### src/rtl/wb_write_buffer_if.sv
// Bus bundle for the writeback buffer: two request channels, the register-file
// write port and the forwarding lookup port.
interface wb_write_buffer_if;
    // A request transfers on a cycle where its valid and ready are both high;
    // valid may not depend on ready, and ready is only meaningful while valid is high.
    logic        mem_valid;
    logic        mem_ready;
    logic [3:0]  mem_reg;
    logic [15:0] mem_data;
    logic        alu_valid;
    logic        alu_ready;
    logic [3:0]  alu_reg;
    logic [15:0] alu_data;
    logic        wb_stall;
    logic [3:0]  DstReg;
    logic [15:0] DstData;
    logic        WriteReg;
    logic [15:0] pending;
    logic [3:0]  lookup_reg1;
    logic [3:0]  lookup_reg2;
    logic        fwd_hit1;
    logic        fwd_hit2;
    logic [15:0] fwd_data1;
    logic [15:0] fwd_data2;

    modport slave (
        input  mem_valid, mem_reg, mem_data, alu_valid, alu_reg, alu_data,
               wb_stall, lookup_reg1, lookup_reg2,
        output mem_ready, alu_ready, DstReg, DstData, WriteReg, pending,
               fwd_hit1, fwd_hit2, fwd_data1, fwd_data2
    );

    modport master (
        output mem_valid, mem_reg, mem_data, alu_valid, alu_reg, alu_data,
               wb_stall, lookup_reg1, lookup_reg2,
        input  mem_ready, alu_ready, DstReg, DstData, WriteReg, pending,
               fwd_hit1, fwd_hit2, fwd_data1, fwd_data2
    );
endinterface

### src/rtl/wb_write_buffer.sv
// Writeback buffer: a circular FIFO merging load and ALU results into a single
// register-file write port, with pending-register tracking and forwarding.
module wb_write_buffer #(
    parameter int DEPTH = 4
) (
    input logic               clk,
    input logic               rst,
    wb_write_buffer_if.slave  bus
);
    localparam int PW = $clog2(DEPTH);
    localparam int CW = PW + 1;
    localparam logic [CW-1:0] FULL  = CW'(DEPTH);
    localparam logic [CW-1:0] AFULL = CW'(DEPTH - 1);

    logic [3:0]    reg_q  [DEPTH];
    logic [15:0]   data_q [DEPTH];
    logic [PW-1:0] head_q, head_d;
    logic [PW-1:0] tail_q, tail_d;
    logic [CW-1:0] count_q, count_d;

    logic          mem_rdy, alu_rdy;
    logic          mem_push, alu_push, write_en;
    logic [PW-1:0] alu_slot;
    logic [DEPTH-1:0] valid_ent;
    logic [15:0]   pend;
    logic          hit1, hit2;
    logic [15:0]   fdata1, fdata2;

    // Ready is judged on the current count only; a same-cycle pop earns no credit.
    // R0 writes are acknowledged but never stored.
    always_comb begin
        mem_rdy  = (count_q < FULL);
        mem_push = bus.mem_valid && mem_rdy && (bus.mem_reg != 4'd0);
        alu_rdy  = (count_q < AFULL) || ((count_q < FULL) && !mem_push);
        alu_push = bus.alu_valid && alu_rdy && (bus.alu_reg != 4'd0);
        write_en = (count_q != '0) && !bus.wb_stall;
        alu_slot = mem_push ? tail_q + PW'(1) : tail_q;
        tail_d   = tail_q + PW'(mem_push) + PW'(alu_push);
        head_d   = write_en ? head_q + PW'(1) : head_q;
        count_d  = count_q + CW'(mem_push) + CW'(alu_push) - CW'(write_en);
    end

    always_comb begin
        valid_ent = '0;
        pend      = '0;
        for (int k = 0; k < DEPTH; k++) begin
            valid_ent[k] = {1'b0, PW'(k) - head_q} < count_q;
            if (valid_ent[k]) pend[reg_q[k]] = 1'b1;
        end
        pend[0] = 1'b0;
    end

    // Walk oldest to youngest so the last match (nearest the tail) wins.
    always_comb begin
        logic [PW-1:0] idx;
        hit1   = 1'b0;
        hit2   = 1'b0;
        fdata1 = '0;
        fdata2 = '0;
        idx    = '0;
        for (int k = 0; k < DEPTH; k++) begin
            idx = head_q + PW'(k);
            if (valid_ent[idx] && (bus.lookup_reg1 != 4'd0) && (reg_q[idx] == bus.lookup_reg1)) begin
                hit1   = 1'b1;
                fdata1 = data_q[idx];
            end
            if (valid_ent[idx] && (bus.lookup_reg2 != 4'd0) && (reg_q[idx] == bus.lookup_reg2)) begin
                hit2   = 1'b1;
                fdata2 = data_q[idx];
            end
        end
    end

    always_ff @(posedge clk) begin
        if (rst) begin
            head_q  <= '0;
            tail_q  <= '0;
            count_q <= '0;
        end else begin
            head_q  <= head_d;
            tail_q  <= tail_d;
            count_q <= count_d;
        end
    end

    // Entry storage needs no reset; occupancy is tracked by head/count alone.
    always_ff @(posedge clk) begin
        if (!rst) begin
            if (mem_push) begin
                reg_q[tail_q]  <= bus.mem_reg;
                data_q[tail_q] <= bus.mem_data;
            end
            if (alu_push) begin
                reg_q[alu_slot]  <= bus.alu_reg;
                data_q[alu_slot] <= bus.alu_data;
            end
        end
    end

    assign bus.mem_ready = mem_rdy;
    assign bus.alu_ready = alu_rdy;
    assign bus.WriteReg  = write_en;
    assign bus.DstReg    = (count_q != '0) ? reg_q[head_q]  : 4'd0;
    assign bus.DstData   = (count_q != '0) ? data_q[head_q] : 16'd0;
    assign bus.pending   = pend;
    assign bus.fwd_hit1  = hit1;
    assign bus.fwd_hit2  = hit2;
    assign bus.fwd_data1 = fdata1;
    assign bus.fwd_data2 = fdata2;
endmodule

### src/flat_wrapper.sv
// flat-port wrapper written by rule: the top's interface ports become plain ports
module wb_write_buffer_flat 
#(
    parameter int DEPTH = 4
)
  (clk, rst, bus_mem_valid, bus_mem_reg, bus_mem_data, bus_alu_valid, bus_alu_reg, bus_alu_data, bus_wb_stall, bus_lookup_reg1, bus_lookup_reg2, bus_mem_ready, bus_alu_ready, bus_DstReg, bus_DstData, bus_WriteReg, bus_pending, bus_fwd_hit1, bus_fwd_hit2, bus_fwd_data1, bus_fwd_data2);
  wb_write_buffer_if bus_i ();
  input logic clk;
  input logic rst;
  input wire logic [$bits(bus_i.mem_valid)-1:0] bus_mem_valid;
  input wire logic [$bits(bus_i.mem_reg)-1:0] bus_mem_reg;
  input wire logic [$bits(bus_i.mem_data)-1:0] bus_mem_data;
  input wire logic [$bits(bus_i.alu_valid)-1:0] bus_alu_valid;
  input wire logic [$bits(bus_i.alu_reg)-1:0] bus_alu_reg;
  input wire logic [$bits(bus_i.alu_data)-1:0] bus_alu_data;
  input wire logic [$bits(bus_i.wb_stall)-1:0] bus_wb_stall;
  input wire logic [$bits(bus_i.lookup_reg1)-1:0] bus_lookup_reg1;
  input wire logic [$bits(bus_i.lookup_reg2)-1:0] bus_lookup_reg2;
  output wire logic [$bits(bus_i.mem_ready)-1:0] bus_mem_ready;
  output wire logic [$bits(bus_i.alu_ready)-1:0] bus_alu_ready;
  output wire logic [$bits(bus_i.DstReg)-1:0] bus_DstReg;
  output wire logic [$bits(bus_i.DstData)-1:0] bus_DstData;
  output wire logic [$bits(bus_i.WriteReg)-1:0] bus_WriteReg;
  output wire logic [$bits(bus_i.pending)-1:0] bus_pending;
  output wire logic [$bits(bus_i.fwd_hit1)-1:0] bus_fwd_hit1;
  output wire logic [$bits(bus_i.fwd_hit2)-1:0] bus_fwd_hit2;
  output wire logic [$bits(bus_i.fwd_data1)-1:0] bus_fwd_data1;
  output wire logic [$bits(bus_i.fwd_data2)-1:0] bus_fwd_data2;
  assign bus_i.mem_valid = bus_mem_valid;
  assign bus_i.mem_reg = bus_mem_reg;
  assign bus_i.mem_data = bus_mem_data;
  assign bus_i.alu_valid = bus_alu_valid;
  assign bus_i.alu_reg = bus_alu_reg;
  assign bus_i.alu_data = bus_alu_data;
  assign bus_i.wb_stall = bus_wb_stall;
  assign bus_i.lookup_reg1 = bus_lookup_reg1;
  assign bus_i.lookup_reg2 = bus_lookup_reg2;
  assign bus_mem_ready = bus_i.mem_ready;
  assign bus_alu_ready = bus_i.alu_ready;
  assign bus_DstReg = bus_i.DstReg;
  assign bus_DstData = bus_i.DstData;
  assign bus_WriteReg = bus_i.WriteReg;
  assign bus_pending = bus_i.pending;
  assign bus_fwd_hit1 = bus_i.fwd_hit1;
  assign bus_fwd_hit2 = bus_i.fwd_hit2;
  assign bus_fwd_data1 = bus_i.fwd_data1;
  assign bus_fwd_data2 = bus_i.fwd_data2;
  wb_write_buffer #(.DEPTH(DEPTH)) u_core (.clk(clk), .rst(rst), .bus(bus_i));
endmodule
### config.mk
export PLATFORM = sky130hd
export DESIGN_NAME = wb_write_buffer_flat
export DESIGN_NICKNAME = d
export VERILOG_FILES = /design/src/rtl/wb_write_buffer_if.sv /design/src/rtl/wb_write_buffer.sv /design/src/flat_wrapper.sv
export SDC_FILE = /design/constraint.sdc
export NUM_CORES = 1
export LEC_CHECK = 0
export BUFFER_PORTS_ARGS = -buffer_cell sky130_fd_sc_hd__buf_2
export CAP_MARGIN = 0
export CORE_ASPECT_RATIO = 1.5
export CORE_MARGIN = 2
export CORE_UTILIZATION = 33
export CTS_BUF_LIST = sky130_fd_sc_hd__clkbuf_8
export CTS_CLUSTER_DIAMETER = 80
export DETAILED_ROUTE_END_ITERATION = 8
export PLACE_DENSITY = 0.62
export SYNTH_ARGS = -nofsm -noshare
export SYNTH_HDL_FRONTEND = slang
export SYNTH_SLANG_ARGS = --single-unit
### constraint.sdc
create_clock -name clk -period 4.3 [get_ports clk]
set_clock_uncertainty 0.05 [all_clocks]
set_input_delay 0.43 -clock clk [delete_from_list [all_inputs] [get_ports clk]]
set_output_delay 0.43 -clock clk [all_outputs]
set_load 0.05 [all_outputs]
-- Yosys cells after proc, flatten, opt, wreduce, memory -nomap -nowiden
Memory sizes are Yosys's and may differ from the RTL's. A register that Yosys moved wholly into a read port is not among the register bits.
Cells that the tools add are included.
- $lt $le $gt $ge: 18
- add/subtract/negate cells: 13
- reduce and logical (&&, ||, !) cells: 34
- bitwise logic cells: 3
- equal/unequal tests: 8
- multiplexer cells: 49
- operators with widths (operator ; number):
    $mux 16 ; 13
    $or 16x16->16 ; 3
    $eq 4x4->1 ; 8
    $logic_and 1x1->1 ; 26
    $mux 1 ; 22
    $lt 4x5->1 const B ; 4
    $demux 1 s4 ; 4
    $ge 4x1->1 const B ; 4
    $reduce_bool 4->1 ; 4
    $lt 2x3->1 ; 4
    $lt 2x3->1 const B ; 4
    $mux 2 ; 5
    $bmux 1 s2 ; 4
    $add 3x1->3 ; 2
    $add 2x1->2 ; 2
    $add 2x1->2 const B ; 2
    $add 2x2->2 const B ; 2
    $mux 4 ; 1
    $sub 1x2->2 const A ; 2
    $sub 2x2->2 const A ; 2
    $lt 3x2->1 const B ; 1
    $lt 3x3->1 const B ; 1
    $reduce_bool 3->1 ; 1
    $sub 3x1->3 ; 1
    2 further kinds ; 3
- output and inout bits: 73
- memory bits (writable): 80
- register bits: 7
- bits of input ports: 53
- memories kept: 2
- word-level logic and storage cells: 130
- memory list (memory ; depth ; bits a word ; read ports ; clocked after Yosys merged registers in ; write ports ; RTL line ; text):
    u_core.data_q ; 4 ; 16 ; 4 ; 1 ; 2 ; wb_write_buffer.sv:16 ; logic [15:0] data_q [DEPTH];
    u_core.reg_q ; 4 ; 4 ; 8 ; 1 ; 2 ; wb_write_buffer.sv:15 ; logic [3:0] reg_q [DEPTH];

-- Depth between registers and ports, before layout
Gate-level depths: netlist (run 1).
An unclocked memory read counts as a cell.
- depth in word-level cells: 12
- mapped depth: 17
- depth with buffers taken out: 11

-- Worst setup path before layout (run 1)
No wires, ideal clock.
- kind: reg-to-output
- from: register u_core.head_q[0]
- to: output port bus_fwd_data1[1]
- required time: 3.820 ns
- buffers on the path: 5
- cell stages (with the launch flop): 15
- path slack: 0.050 ns
- arrival time: 3.770 ns
- cells stage by stage: dfxtp_1 buf_6 buf_6 buf_2 inv_1 nand2_1 nand2_1 inv_1 ha_1 a31oi_1 mux4_2 and2_1 clkbuf_2 clkbuf_8 o31ai_1
- cells in the longest elaborated chain, start to end: 10
- elaborated cells between the ends (all ways): 36
- those cells by class: add/sub: 7; order compare: 4; eq/ne: 3; mux: 12; reduce/logical: 8; memory: 2
- RTL lines (item ; RTL line ; text):
    from (decl) ; wb_write_buffer.sv:17 ; logic [PW-1:0] head_q, head_d;
    from (signal assigned) ; wb_write_buffer.sv:76 ; head_q <= '0;
    from (signal assigned) ; wb_write_buffer.sv:80 ; head_q <= head_d;
    $sub 1x2->2 or $sub 2x2->2 (tied branches) ; wb_write_buffer.sv:47 ; valid_ent[k] = {1'b0, PW'(k) - head_q} < count_q;
    $lt 2x3->1 ; wb_write_buffer.sv:47 ;
    $bmux 1 s2 ; wb_write_buffer.sv:63 ; if (valid_ent[idx] && (bus.lookup_reg1 != 4'd0) && (reg_q[idx] == bus.lookup_reg1)) begin
    $mux 1 (not written as such) ; wb_write_buffer.sv:63 ;
    $logic_and 1x1->1 (2 in a row) ; wb_write_buffer.sv:63 ;
    $mux 16 (3 in a row) ; wb_write_buffer.sv:63 ;
    $mux 16 * ; wb_write_buffer.sv:63 ;
    to (decl) ; flat_wrapper.sv:27 ; output wire logic [$bits(bus_i.fwd_data1)-1:0] bus_fwd_data1;
Every way passes the cells marked *; elsewhere a longest branch is shown, timed or not. The select of a mux whose other input is x is not followed.

-- Worst setup path after layout (run 1)
- from: register u_core.head_q[0]
- to: output port bus_fwd_data1[8]
The elaborated chain is that of the path after synthesis.

==> results of run 1 <==
## metal layers
layer | up-vias | track usage (%)
met5 | - | 0
met4 | 6 | 7.937
met3 | 67 | 3.383
met2 | 318 | 31.14
met1 | 3731 | 22.76
li1 | 3474 | -
## state kept, by name (all words and copies together), names as in the netlist, named ones only
| name | flops |
|---|---|
| u_core.count_q | 3 |
| u_core.reg_q | 16 |
| u_core.head_q | 2 |
| u_core.data_q | 64 |
| u_core.tail_q | 2 |
## report_power, final
part	internal [mW]	leakage, nW	switching (mW)
Sequential	1.16	0.806	0.212
Clock	0.281	0.105	0.294
Combinational	1.50	2.62	2.97
Total	2.93	3.53	3.48
## cell type report
cell class              instances  area share [%]
repair buffers                161           8.902
inverters                      30           1.116
multi-input cells             639           58.02
well taps                     342           4.240
clock inverters                 6          0.5827
diodes                          5          0.1240
clock buffers                  10           1.364
flip-flops and latches         89           25.65
## cell families (layout without fill, tap and decap cells)
kind of cell    after synthesis  after routing  share of synthesized area (%)
buf+inv                     107            207                          6.656
flops                        89             89                          28.68
compound gates              147            147                          13.02
xor+xnor                     29             29                          2.821
mux                         182            182                          31.77
other cells                   1              6                        0.04165
simple gates                267            267                          14.95
fa+ha+maj                    13             13                          2.057
## metrics by stage
stage	instances	hold slack [ns]	worst slack, ns
floorplan	835	0.4789	0.04954
global placement	1261	0.5278	0.6038
detailed placement	1261	0.5347	0.5490
CTS	1277	0.3242	0.1262
global route	1279	0.3333	0.08580
finish	1282	0.3326	0.2704
## critical path, stage by stage (launching register included)
cell and delay [ns]:
dfxtp_4 0.53, mux4_2 0.63, or3_1 0.37, a211o_1 0.31, a2111oi_4 0.34, buf_4 0.27
a311oi_1 0.08, o31ai_2 0.32, buf_2 0.32
## worst paths after layout
path,start,endpoint,slack (ns),depth (start not counted)
worst min-delay path,rst,u_core.count_q[0]$_SDFF_PP0_,0.33,2
worst min register to register,u_core.tail_q[1]$_SDFF_PP0_,u_core.tail_q[1]$_SDFF_PP0_,0.56,2
worst max-delay path,u_core.head_q[0]$_SDFFE_PP0P_,bus_fwd_data1[8],0.27,8
worst max register to register,u_core.count_q[2]$_SDFF_PP0_,u_core.data_q[2][6]$_DFFE_PP_,0.98,8
## cells in the final DEF, fill, tap and decap left out, types with 17 or more instances in the layout
cell type  count
mux2_2        96
o31ai_1       22
mux2i_1       21
buf_4         37
nor2_1        72
inv_1         30
nand2_1       82
xnor2_1       23
nand3b_1      21
a31oi_1       21
mux4_1        20
nor2b_1       17
buf_2        124
edfxtp_1      80
mux4_2        33
==> results.sh, run 1 <==
export IMPL_ir_drop_mv=0.3862
export IMPL_ys_ff_latch=89
export IMPL_finalMaxSlewViolations=0
export IMPL_synth_area_um2=9004
export IMPL_place_gp_congestion=0.9730
export IMPL_cts_sinks=89
export IMPL_drc=0
export IMPL_met3_length_um=1570
export IMPL_vias=7596
export IMPL_die_y_um=206.3
export IMPL_synth_area_leaders="edfxtp_1, mux2_2, mux4_2"
export IMPL_fillers=2668
export IMPL_fin_crit_ns=4.030
export IMPL_max_slew_margin_rel_pct=50.76
export IMPL_final_seq_area_um2=2589
export IMPL_synth_edff_count=80
export IMPL_drt_pre_antenna_iters=5
export IMPL_grt_pass1_vias=7301
export IMPL_synth_async_reset_ratio_pct=0
export IMPL_dpl_hpwl_um=20600
export IMPL_crit_arrival_ns=3.55
export IMPL_nets=996
export IMPL_grt_max_degree=51
export IMPL_status="complete, no violations"
export IMPL_routedWlPerCell_um=20.87
export IMPL_hold_viol_final=0
export IMPL_ys_types=76
export IMPL_utilization_pct=37.33
export IMPL_synth_cells=835
export IMPL_p_total_mw=6.409
export IMPL_avgSynthCellArea_um2=10.78
export IMPL_multi_input_area_um2=5856
export IMPL_grt_ovfl_total=0
export IMPL_grt_pass1_wl_um=42080
export IMPL_cts_buffers=9
export IMPL_yosys_warnings=0
export IMPL_yosysMostFrequentCell="mux2_2"
export IMPL_finalCritPeriodShare_pct=93.71
export IMPL_clk_pin_slew_worst_paths_ns=0.08
export IMPL_cts_tree="done"
export IMPL_antenna_found_initial=7
export IMPL_routed_wl_met2_um=13100
export IMPL_synthToLayoutAreaGrowth_pct=12.09
export IMPL_drv_cap=0
export IMPL_worstMarginPinSlew_ns=0.7386
export IMPL_synth_ff_type="edfxtp_1"
export IMPL_hp_class="primary input to flop"
export IMPL_rsz0062_at_grt="false"
export IMPL_finalSetupTns_ns=0
export IMPL_postCtsHoldBufs=0
export IMPL_htree_levels=3
export IMPL_die_x_um=138.9
export IMPL_crit_required_ns=3.82
export IMPL_cp_max_fo=21
export IMPL_pin_count=126
export IMPL_first_iter_violations=834
export IMPL_cp_start_kind="flop"
export IMPL_io_buffers=124
export IMPL_finalSetupViolations=0
export IMPL_clk_latency_ns=0.36
export IMPL_fmax_ghz=0.2482
export IMPL_root_buffer="clkbuf_8"
export IMPL_via_per_inst=5.925
export IMPL_yosys_area_top_type="edfxtp_1"
export IMPL_postCtsSetupBuffers=0
export IMPL_ctsResizeCount=0
export IMPL_post_dp_cell_area_um2=9868
export IMPL_coreArea_um2=27040
export IMPL_layout_drive_gt1_share_pct=36.68
export IMPL_wl_met1_um=11090
export IMPL_synth_top_area_share_pct=26.68
export IMPL_crit_path_end_kind="output pin"
export IMPL_finalWirelength_um=26750
export IMPL_dieArea_um2=28650
export IMPL_synthTopCellsByCount="mux2_2, nand2_1, edfxtp_1"
export IMPL_ant_nets=0
export IMPL_start_util_pct=33.30
export IMPL_synth_nets=901
export IMPL_fp_row_count=74
export IMPL_grt_usage_pct=18.29
export IMPL_finalInstanceArea_um2=10090
export IMPL_critPathKind="flop to output pin"
export IMPL_cts_buffer_depth=2
export IMPL_seq_area_frac_synth_pct=28.68
export IMPL_cellLeakagePower_nw=3.530
export IMPL_power_density_nw_per_um2=635.1
export IMPL_maxUsedRoutingLayer="met5"
No activity file was read; power rests on OpenSTA's default activity.
==> run 2, diff against run 1 <==
--- a/config.mk
+++ b/config.mk
@@ -5,6 +5,7 @@
 export SDC_FILE = /design/constraint.sdc
 export NUM_CORES = 1
 export LEC_CHECK = 0
+export ABC_AREA = 1
 export BUFFER_PORTS_ARGS = -buffer_cell sky130_fd_sc_hd__buf_2
 export CAP_MARGIN = 0
 export CORE_ASPECT_RATIO = 1.5
==> results.sh, run 2 <==
export IMPL_seq_area_frac_synth_pct=27.41
export IMPL_vias=10570
export IMPL_synthToLayoutAreaGrowth_pct=10.92
export IMPL_synth_ff_type="edfxtp_1"
export IMPL_busiest_layer="met2"
export IMPL_avgSynthCellArea_um2=5.990
export IMPL_pin_count=126
export IMPL_die_x_um=142.0
export IMPL_antenna_found_initial=0
export IMPL_cts_sinks=89
export IMPL_crit_path_cell_trace="nand2_4 > nand2_4 > ha_1 > inv_1 > nor2_1 > nand2_1 > nand3_1 > nand3_1 > nand2_1 > nor2_1 > nand3_2 > nand3_1 > nand3_1 > nand2_1 > nand2_1 > buf_2"
export IMPL_synth_edff_count=80
export IMPL_dieArea_um2=29950
export IMPL_grt_use_met3_pct=2.131
export IMPL_fin_hold_ws_ns=0.3363
export IMPL_synth_nets=1639
export IMPL_drt_pre_antenna_iters=6
export IMPL_regMostFlops="u_core.data_q"
export IMPL_coreArea_um2=28060
export IMPL_grt_pass1_vias=9867
export IMPL_cts_tree="done"
export IMPL_cellLeakagePower_nw=5.409
export IMPL_cts_buffers=9
export IMPL_ir_drop_mv=0.3553
export IMPL_synth_area_leaders="edfxtp_1, nand2_1, nand3_1"
export IMPL_cp_start_kind="flop"
export IMPL_finalSetupViolations=0
export IMPL_finalMaxSlewViolations=0
export IMPL_max_stage_delay_ns=0.62
export IMPL_finalCritPeriodShare_pct=91.54
export IMPL_layout_drive_gt1_share_pct=13.20
export IMPL_ant_nets=0
export IMPL_yosysMostFrequentCell="nand2_1"
export IMPL_htree_levels=3
export IMPL_start_util_pct=33.58
export IMPL_rsz0062_at_grt="false"
export IMPL_synthTopCellsByCount="nand2_1, nand3_1, inv_1"
export IMPL_reg2reg_slack_ns=1.23
export IMPL_synth_async_reset_ratio_pct=0
export IMPL_cpMaxStageDelayCell="dfxtp_1"
export IMPL_dpl_hpwl_um=27470
export IMPL_drv_cap=0
export IMPL_fp_row_count=75
export IMPL_largest_reg_flops=64
export IMPL_grt_usage_pct=23.51
export IMPL_nets=1714
export IMPL_grt_ovfl_total=0
export IMPL_p_total_mw=7.554
export IMPL_num_antenna_cells=0
export IMPL_grt_max_degree=84
export IMPL_ys_ff_latch=89
export IMPL_clk_pin_slew_worst_paths_ns=0.08
export IMPL_worstMarginPinSlew_ns=0.7913
export IMPL_grt_pass1_wl_um=54880
export IMPL_synth_cells=1573
export IMPL_status="complete, no violations"
export IMPL_drc=0
export IMPL_hold_viol_final=0
export IMPL_ys_types=45
export IMPL_power_density_nw_per_um2=722.9
export IMPL_final_cell_mix="nand2_1, nand3_1, inv_1, buf_2, nor2_1"
export IMPL_synth_area_um2=9422
export IMPL_crit_path_end_kind="output pin"
export IMPL_max_slew_margin_rel_pct=47.05
export IMPL_cts_buffer_depth=2
export IMPL_yosys_warnings=0
export IMPL_die_y_um=210.9
export IMPL_hp_class="primary input to flop"
export IMPL_cp_max_fo=17
export IMPL_via_per_inst=5.290
export IMPL_root_buffer="clkbuf_8"
export IMPL_crit_arrival_ns=3.46
export IMPL_clk_latency_ns=0.36
export IMPL_yosys_area_top_type="edfxtp_1"
export IMPL_grtUsageMet2_pct=39.64
export IMPL_fin_crit_ns=3.936
export IMPL_place_gp_congestion=0.9751
export IMPL_first_iter_violations=965
export IMPL_fillers=3038
export IMPL_top_regs="u_core.data_q x64, u_core.reg_q x16, u_core.count_q x3"
export IMPL_fmax_ghz=0.2540
export IMPL_io_buffers=124
export IMPL_critPathKind="flop to output pin"
export IMPL_finalSetupTns_ns=0
export IMPL_grtUsageMet1_pct=30.42
export IMPL_final_common_cell="nand2_1"
export IMPL_routedWlPerCell_um=17.65
export IMPL_synth_top_area_share_pct=25.50
export IMPL_finalWirelength_um=35270
export IMPL_crit_required_ns=3.82
-- run 2: cell count changes after synthesis, moves of 45 or more --
| cell | change |
|---|---|
| nor2_1 | +45 |
| o21ai_0 | +56 |
| inv_1 | +137 |
| nand3_1 | +247 |
| mux2_2 | -96 |
| nand2_1 | +524 |
-- run 2: area by class of cell --
cell class | count | area (um2) | area share [%]
clock buffers | 9 | 123.9 | 1.185
clock inverters | 6 | 85.08 | 0.8142
inverters | 173 | 654.4 | 6.262
multi-input cells | 1226 | 5744 | 54.97
flip-flops and latches | 89 | 2585 | 24.74
well taps | 346 | 432.9 | 4.143
repair buffers | 149 | 824.5 | 7.890
-- run 2: metrics by stage --
stage	utilization, %	instance area (um2)	setup WS [ns]	std cells
floorplan	-	9422	0.4151	1573
global placement	36.38	10210	0.6258	1982
detailed placement	36.38	10210	0.6339	1982
CTS	37.12	10420	0.2442	1997
global route	37.24	10450	0.07097	1998
finish	37.24	10450	0.3636	1998
-- run 2: logic make-up after synthesis --
group	count (synthesis)	share of synthesized area (%)
xor+xnor	6	0.6375
flops	89	27.41
buf+inv	258	12.02
simple gates	1042	47.58
compound gates	164	10.35
fa+ha+maj	13	1.965
other cells	1	0.03980
-- run 2: final timing paths --
| check | startpoint | endpoint | depth (start not counted) |
|---|---|---|---|
| min reg2reg | u_core.tail_q[1]$_SDFF_PP0_ | u_core.tail_q[1]$_SDFF_PP0_ | 2 |
| max reg2reg | u_core.count_q[2]$_SDFF_PP0_ | u_core.data_q[0][13]$_DFFE_PP_ | 10 |
| min | bus_mem_data[14] | u_core.data_q[3][14]$_DFFE_PP_ | 3 |
| max | u_core.head_q[1]$_SDFFE_PP0P_ | bus_fwd_data2[6] | 16 |
-- run 2: critical path: cells and delay by family (launching register included) --
kind          cells  cell delay (ns)
buf+inv           2             0.30
flops             1             0.62
simple gates     13             1.89
fa+ha+maj         1             0.27
-- run 2: what timing repair did --
action                     4_1_cts  5_1_grt
setup endpoints to repair        0       23
gates resized for setup          0        3
hold buffers                     0        0
buffers inserted                 0        1
-- run 2: routing by layer --
| metal | part of all wire (%) | up-vias |
|---|---|---|
| met5 | 0 | - |
| met4 | 4.0 | 0 |
| met2 | 48 | 460 |
| met3 | 6.0 | 73 |
| met1 | 42 | 4788 |
| li1 | - | 5249 |
-- run 2: power breakdown --
| part | switching, mW | internal, mW |
|---|---|---|
| Combinational | 4.27 | 1.32 |
| Clock | 0.281 | 0.322 |
| Sequential | 0.193 | 1.17 |
